$ cat src/rtl/instr_fetch_pkg.sv
// Shared types and constants for the instruction fetch unit.
// The buffer depth depends on the FETCH_BUF_EN macro: 2 entries when it is
// defined, so fetching continues through one cycle of stall; 1 entry otherwise.
package temp;

    // Fetch FSM states.
    typedef enum logic [1:0] {
        FETCH   = 2'b00,  // free to issue a request
        WAIT    = 2'b01,  // one request outstanding
        DISCARD = 2'b10   // outstanding response will be dropped
    } fetch_state_t;

`ifdef FETCH_BUF_EN
    localparam int FETCH_DEPTH = 2;
`else
    localparam int FETCH_DEPTH = 1;
`endif

    // Byte distance between consecutive instruction words.
    localparam int PC_STEP = 4;

    // Instruction field slices handed to the control unit.
    localparam int OPCODE_LSB = 0;
    localparam int OPCODE_MSB = 6;
    localparam int FUNCT3_LSB = 12;
    localparam int FUNCT3_MSB = 14;
    localparam int FUNCT7_LSB = 25;
    localparam int FUNCT7_MSB = 31;

endpackage

$ cat src/rtl/instr_fetch_fifo.sv
// Small instruction buffer for the fetch unit: holds {pc, instruction}
// records.
// Pop and push may happen in the same cycle even when full.
// A flush empties the buffer in one cycle.
// dout reads as zero while the buffer is empty.
module fetch_fifo #(
    parameter int DEPTH = 1,
    parameter int WIDTH = 64
) (
    input  logic             clk,
    input  logic             rst_n,
    input  logic             push,
    input  logic             pop,
    input  logic             flush,
    output logic             full,
    output logic             empty,
    input  logic [WIDTH-1:0] din,
    output logic [WIDTH-1:0] dout
);

    localparam int PTR_W = (DEPTH > 1) ? $clog2(DEPTH) : 1;
    localparam int CNT_W = $clog2(DEPTH + 1);
    localparam int SLOTS = 2 ** PTR_W;
    localparam logic [PTR_W-1:0] PTR_LAST = PTR_W'(DEPTH - 1);
    localparam logic [CNT_W-1:0] CNT_FULL = CNT_W'(DEPTH);

    logic [WIDTH-1:0] mem_r [0:SLOTS-1];
    logic [PTR_W-1:0] wr_ptr_r;
    logic [PTR_W-1:0] rd_ptr_r;
    logic [CNT_W-1:0] count_r;
    logic             do_push_s;
    logic             do_pop_s;

    // Pointer advance with wrap at the last real slot.
    function automatic logic [PTR_W-1:0] ptr_inc(input logic [PTR_W-1:0] p);
        if (p == PTR_LAST) begin
            return '0;
        end else begin
            return p + PTR_W'(1);
        end
    endfunction

    assign do_pop_s  = pop & ~empty;
    assign do_push_s = push & (~full | pop);
    assign full      = (count_r == CNT_FULL);
    assign empty     = (count_r == '0);
    assign dout      = empty ? '0 : mem_r[rd_ptr_r];

    // Pointer and occupancy tracking; flush drops every held entry.
    always_ff @(posedge clk or negedge rst_n) begin
        if (!rst_n) begin
            wr_ptr_r <= '0;
            rd_ptr_r <= '0;
            count_r  <= '0;
        end else if (flush) begin
            wr_ptr_r <= '0;
            rd_ptr_r <= '0;
            count_r  <= '0;
        end else begin
            if (do_push_s) begin
                wr_ptr_r <= ptr_inc(wr_ptr_r);
            end
            if (do_pop_s) begin
                rd_ptr_r <= ptr_inc(rd_ptr_r);
            end
            case ({do_push_s, do_pop_s})
                2'b10:   count_r <= count_r + CNT_W'(1);
                2'b01:   count_r <= count_r - CNT_W'(1);
                default: count_r <= count_r;
            endcase
        end
    end

    // Entry storage; cleared at reset so the head reads zero.
    always_ff @(posedge clk or negedge rst_n) begin
        if (!rst_n) begin
            for (int i = 0; i < SLOTS; i++) begin
                mem_r[i] <= '0;
            end
        end else if (do_push_s && !flush) begin
            mem_r[wr_ptr_r] <= din;
        end
    end

endmodule

$ cat src/rtl/instr_fetch.sv
// Instruction fetch unit: issues one word fetch at a time, buffers the
// responses with their addresses and presents the head to decode.
// A taken branch flushes the buffer and redirects; a response still in flight
// at that moment is dropped.
// Define FETCH_BUF_EN for a 2-entry buffer (default build: 1 entry).
module instr_fetch
    import temp::*;
#(
    parameter int              XLEN     = 32,
    parameter logic [XLEN-1:0] RESET_PC = 32'h0000_0000
) (
    input  logic            clk,
    input  logic            rst_n,
    output logic            imem_req,
    output logic [XLEN-1:0] imem_addr,
    input  logic            imem_valid,
    input  logic [XLEN-1:0] imem_rdata,
    input  logic            branch_taken,
    input  logic [XLEN-1:0] branch_target,
    input  logic            stall_in,
    output logic            instr_valid,
    output logic [XLEN-1:0] instr_out,
    output logic [XLEN-1:0] pc_out,
    output logic [6:0]      opcode_out,
    output logic [2:0]      funct3_out,
    output logic [6:0]      funct7_out
);

    localparam logic [XLEN-1:0] RESET_PC_ALIGNED = {RESET_PC[XLEN-1:2], 2'b00};
    localparam logic [XLEN-1:0] PC_INC           = XLEN'(PC_STEP);

    fetch_state_t      state_r;
    fetch_state_t      state_nx_s;
    logic [XLEN-1:0]   next_pc_r;
    logic [XLEN-1:0]   next_pc_nx_s;
    logic [XLEN-1:0]   addr_r;
    logic [XLEN-1:0]   addr_nx_s;
    logic              req_r;
    logic              req_nx_s;
    logic [XLEN-1:0]   target_s;
    logic              resp_s;
    logic              room_s;
    logic              push_s;
    logic              pop_s;
    logic              flush_s;
    logic              full_s;
    logic              empty_s;
    logic [2*XLEN-1:0] fifo_din_s;
    logic [2*XLEN-1:0] fifo_dout_s;

    assign target_s   = {branch_target[XLEN-1:2], 2'b00};
    // A response is never expected in the cycle its request is on the bus;
    // this also screens out a stale strobe left over from before a reset.
    assign resp_s     = imem_valid & ~req_r;
    assign pop_s      = ~empty_s & ~stall_in & ~branch_taken;
    assign flush_s    = branch_taken;
    assign room_s     = ~full_s | pop_s;
    assign fifo_din_s = {addr_r, imem_rdata};

    // Next-state, redirect and request decisions; branch_taken wins over all.
    always_comb begin
        state_nx_s   = state_r;
        next_pc_nx_s = next_pc_r;
        addr_nx_s    = addr_r;
        req_nx_s     = 1'b0;
        push_s       = 1'b0;
        case (state_r)
            FETCH: begin
                if (branch_taken) begin
                    next_pc_nx_s = target_s;
                end else if (room_s) begin
                    req_nx_s     = 1'b1;
                    addr_nx_s    = next_pc_r;
                    next_pc_nx_s = next_pc_r + PC_INC;
                    state_nx_s   = WAIT;
                end else begin
                    state_nx_s   = FETCH;
                end
            end
            WAIT: begin
                if (resp_s && branch_taken) begin
                    next_pc_nx_s = target_s;
                    state_nx_s   = FETCH;
                end else if (resp_s) begin
                    push_s       = 1'b1;
                    state_nx_s   = FETCH;
                end else if (branch_taken) begin
                    next_pc_nx_s = target_s;
                    state_nx_s   = DISCARD;
                end else begin
                    state_nx_s   = WAIT;
                end
            end
            DISCARD: begin
                if (branch_taken) begin
                    next_pc_nx_s = target_s;
                end else begin
                    next_pc_nx_s = next_pc_r;
                end
                if (resp_s) begin
                    state_nx_s = FETCH;
                end else begin
                    state_nx_s = DISCARD;
                end
            end
            default: begin
                state_nx_s = FETCH;
            end
        endcase
    end

    // FSM state, fetch pointer and the registered request bus.
    always_ff @(posedge clk or negedge rst_n) begin
        if (!rst_n) begin
            state_r   <= FETCH;
            next_pc_r <= RESET_PC_ALIGNED;
            addr_r    <= '0;
            req_r     <= 1'b0;
        end else begin
            state_r   <= state_nx_s;
            next_pc_r <= next_pc_nx_s;
            addr_r    <= addr_nx_s;
            req_r     <= req_nx_s;
        end
    end

    fetch_fifo #(
        .DEPTH (FETCH_DEPTH),
        .WIDTH (2 * XLEN)
    ) u_fifo (
        .clk   (clk),
        .rst_n (rst_n),
        .push  (push_s),
        .pop   (pop_s),
        .flush (flush_s),
        .full  (full_s),
        .empty (empty_s),
        .din   (fifo_din_s),
        .dout  (fifo_dout_s)
    );

    assign imem_req    = req_r;
    assign imem_addr   = addr_r;
    assign instr_valid = ~empty_s;
    assign instr_out   = fifo_dout_s[XLEN-1:0];
    assign pc_out      = fifo_dout_s[2*XLEN-1:XLEN];
    assign opcode_out  = instr_out[OPCODE_MSB:OPCODE_LSB];
    assign funct3_out  = instr_out[FUNCT3_MSB:FUNCT3_LSB];
    assign funct7_out  = instr_out[FUNCT7_MSB:FUNCT7_LSB];

endmodule

$ cat config.mk
export PLATFORM = sky130hd
export DESIGN_NAME = instr_fetch
export DESIGN_NICKNAME = d
export VERILOG_FILES = /design/src/rtl/instr_fetch_pkg.sv /design/src/rtl/instr_fetch_fifo.sv /design/src/rtl/instr_fetch.sv
export SDC_FILE = /design/constraint.sdc
export NUM_CORES = 1
export LEC_CHECK = 0
export ABC_AREA = 1
export BUFFER_PORTS_ARGS = -buffer_cell sky130_fd_sc_hd__buf_4
export CORE_MARGIN = 4
export CORE_UTILIZATION = 45
export DETAILED_ROUTE_END_ITERATION = 8
export GPL_ROUTABILITY_DRIVEN = 0
export PLACE_DENSITY = 0.69
export SKIP_CTS_REPAIR_TIMING = 1
export SLEW_MARGIN = 20
export SYNTH_ARGS = -nofsm -noshare
export SYNTH_HDL_FRONTEND = slang
export SYNTH_SLANG_ARGS = --single-unit
$ cat constraint.sdc
create_clock -name clk -period 2.9 [get_ports clk]
set_input_delay 0 -clock clk [delete_from_list [all_inputs] [get_ports clk]]
set_output_delay 0 -clock clk [all_outputs]
set_load 0.02 [all_outputs]
==> flow_metrics.py <==
metrics = {
    "grt": {
        "overflow": 0,
        "track_usage_pct": 21.4,
        "grt_start_max_net_pins": 93,
        "antenna_found_initial": 0,
        "grt_pass1_vias": 6080,
        "grt_pass1_wl_um": 31100,
    },
    "power_and_ir_drop": {
        "sw_frac_of_total_pct": 41.5,
        "powerDensity_mw_per_mm2": 1030,
        "p_sw_mw": 4.07,
        "p_int_mw": 5.74,
        "p_seq_share_pct": 34.4,
        "max-vdd-ir-drop_mv": 0.563,
        "leakage_nw": 5.25,
        "pwr-share-comb_pct": 45.2,
        "power.share.clock_pct": 20.4,
    },
    "route": {
        "drtAntennaViolNets": 0,
        "wire_per_inst_um": 15.0,
        "drtIter0Drc": 447,
        "drt-total-wl_um": 20100,
        "vias_per_cell": 4.90,
        "route.detailed.drc": 0,
        "dr.pass1.iters": 5,
        "via_count": 6569,
    },
    "floorplanning": {
        "num_rows": 46,
        "core_mm2": 0.0158,
        "die_area_mm2": 0.0182,
        "die_h_um": 135,
        "die_x_um": 135,
        "ios": 184,
        "start_util_pct": 45.9,
    },
    "synthesis": {
        "synth_compound_area_share_pct": 11.2,
        "synth_area_leaders": "dfrtp_1, nand2_1, inv_1, mux2_4, o21ai_0",
        "avgSynthCellArea_um2": 7.84,
        "synth_adder_area_share_pct": 0.861,
        "synth_top_family_by_area": "simple AND/OR/NAND/NOR gates",
        "yosys_register_bits": 132,
        "yosys.area.top_type": "dfrtp_1",
        "synthArstFlopShare_pct": 100,
        "seq_area_frac_synth_pct": 45.5,
        "netlist_instances": 927,
        "synthesis.area_mm2": 0.00726,
        "synth_edf_count": 0,
        "synthSimpleGateAreaFrac_pct": 22.7,
        "synth_nets": 1001,
        "synth_cell_types": 35,
        "synth_flop_cell": "dfrtp_1",
        "yosys.area_share.xor_xnor_pct": 0,
        "yosysWarnings": 0,
        "synthDominantCellAreaShare_pct": 45.5,
        "synthMuxAreaShare_pct": 6.61,
    },
    "hold_path": {
        "worst_hold_path.num_cells": 5,
        "hold_path.class": "primary input to flop",
        "hold_start": "branch_target[14]",
        "holdPathEnd": "next_pc_r[14]",
    },
    "clock_tree": {
        "cts_tree": "done",
        "cts_buffer_depth": 2,
        "clock_tree.root_cell": "clkbuf_16",
        "numCtsBuffers": 17,
        "path_clk_slew_ps": 60,
        "cts_max_level": 4,
        "cts_num_sinks": 132,
        "clock_latency_ps": 410,
    },
    "cells_and_area": {
        "fin_cells": 1340,
        "diodes": 0,
        "final_layout_size_suffix_gt1_share_pct": 23.6,
        "layout_commonest_cell": "nand2_1",
        "final_nets": 1187,
        "area_growth_pct": 31.5,
        "final_cell_mix": "nand2_1, buf_4, inv_1, dfrtp_1, o21ai_0",
    },
    "critical_path": {
        "arrival_ps": 2600,
        "crit_fanout": 28,
        "r2r_cells": 9,
        "r2r_slack_ps": 600,
        "end_kind": "flop",
        "worstReg2RegEnd": "next_pc_r[29]",
        "critPathLaunchType": "flop",
        "critical_path_class": "flop to flop",
        "r2r-start": "state_r[0]",
        "worstPathRequired_ps": 3190,
    },
    "outcome": {
        "status": "finished with violations",
        "violations": "hold timing",
    },
    "timing": {
        "finalHoldViolCount": 2,
        "finalCriticalPeriod_ps": 2300,
        "tns_ps": 0,
        "setup_viol_count_final": 0,
        "holdWs_ps": -26.9,
        "skew_ps": 8.22,
        "worst_pin_slew_ps": 888,
        "period_share_pct": 79.5,
        "slew_headroom_pct": 40.8,
        "drv_slew": 0,
        "fmax_mhz": 434,
        "rsz0062_at_grt": "false",
    },
    "placed_design": {
        "dp_hpwl_um": 13700,
        "placed_cells": 1270,
        "io_buffer_count": 181,
    },
    "flow_run": {
        "drv_cap": 0,
    },
}
==> power by group through the flow <==
stage          combinational, mW  clock, mW  sequential (mW)
2_1_floorplan               2.95          0             3.38
3_3_place_gp                4.30          0             3.35
3_5_place_dp                4.38          0             3.38
4_1_cts                     4.41       2.06             3.35
5_1_grt                     4.94       2.13             3.49
6_report                    4.44       2.00             3.37
==> flip-flops by register name (all words and copies together) (netlist names) <==
name          count
state_r           2
u_fifo.full       1
imem_addr        32
u_fifo.mem_r     64
imem_req          1
next_pc_r        32
==> worst max-delay path by stage <==
| stage | end | from | slack [ps] | cells past startpoint |
|---|---|---|---|---|
| global placement | next_pc_r[28] | state_r[1] | 720 | 9 |
| floorplan | next_pc_r[21] | state_r[0] | 1150 | 8 |
| global route | next_pc_r[29] | state_r[1] | 310 | 9 |
| CTS | next_pc_r[28] | state_r[0] | 620 | 9 |
| detailed placement | next_pc_r[29] | state_r[0] | 660 | 9 |
| finish | next_pc_r[29] | state_r[0] | 600 | 9 |
==> area by class of cell <==
cell class	instances	area, um2
timing repair buffer	232	1870
inverter	147	552
tap	216	270
sequential	132	3300
fill	1376	6280
multi-input combinational	583	3010
clock buffer	25	495
clock inverter	5	50.0
==> cell families (layout without fill, tap and decap cells) <==
group,count (synthesis),count (layout)
compound gates,143,143
buf+inv,212,409
fa+ha+maj,5,5
simple gates,403,403
mux,32,32
flops,132,132
==> Yosys cell counts (3+ instances only) <==
| library cell | instances |
|---|---|
| ha_1 | 5 |
| o21ai_0 | 64 |
| inv_2 | 3 |
| inv_1 | 144 |
| buf_6 | 10 |
| dfrtp_1 | 132 |
| o22ai_1 | 13 |
| nand4_1 | 7 |
| o21bai_1 | 3 |
| buf_1 | 4 |
| a21oi_1 | 28 |
| mux2_4 | 32 |
| nor2_1 | 63 |
| o211ai_1 | 6 |
| o221a_2 | 4 |
| a21boi_0 | 3 |
| o21ai_1 | 12 |
| nand3_1 | 48 |
| nor3_1 | 6 |
| o21a_1 | 3 |
| nor2_4 | 3 |
| nand2_1 | 270 |
| buf_2 | 16 |
| clkbuf_1 | 18 |
| buf_4 | 17 |
==> critical path, stage by stage (launching register included) <==
cell     delay, ps
dfrtp_1        370
inv_1          100
ha_1           220
nor2_1         360
nand2_1        150
nand3_2        330
buf_4          370
nor2_1          70
a21oi_1        100
o21ai_0         90
==> metal layers <==
layer	share of wire, %	global-route usage, %	routed length (um)	up-vias
met5	0	0	0	-
li1	-	-	-	3272
met1	45	29.9	9100	3016
met2	46	33.1	9290	250
met4	1.8	7.78	363	0
met3	6.9	4.73	1390	31
==> per-stage QoR <==
stage	area (um2)	utilization (%)	power (mW)	hold WS, ps	setup slack [ps]
2_1_floorplan	7260	-	6.33	-296	1150
3_3_place_gp	8600	54.4	7.65	158	719
3_5_place_dp	8600	54.4	7.76	149	661
4_1_cts	9150	57.8	9.82	-299	622
5_1_grt	9550	60.3	10.6	14.9	308
6_report	9550	60.3	9.81	-26.9	596
No activity file was read; power rests on OpenSTA's default activity.
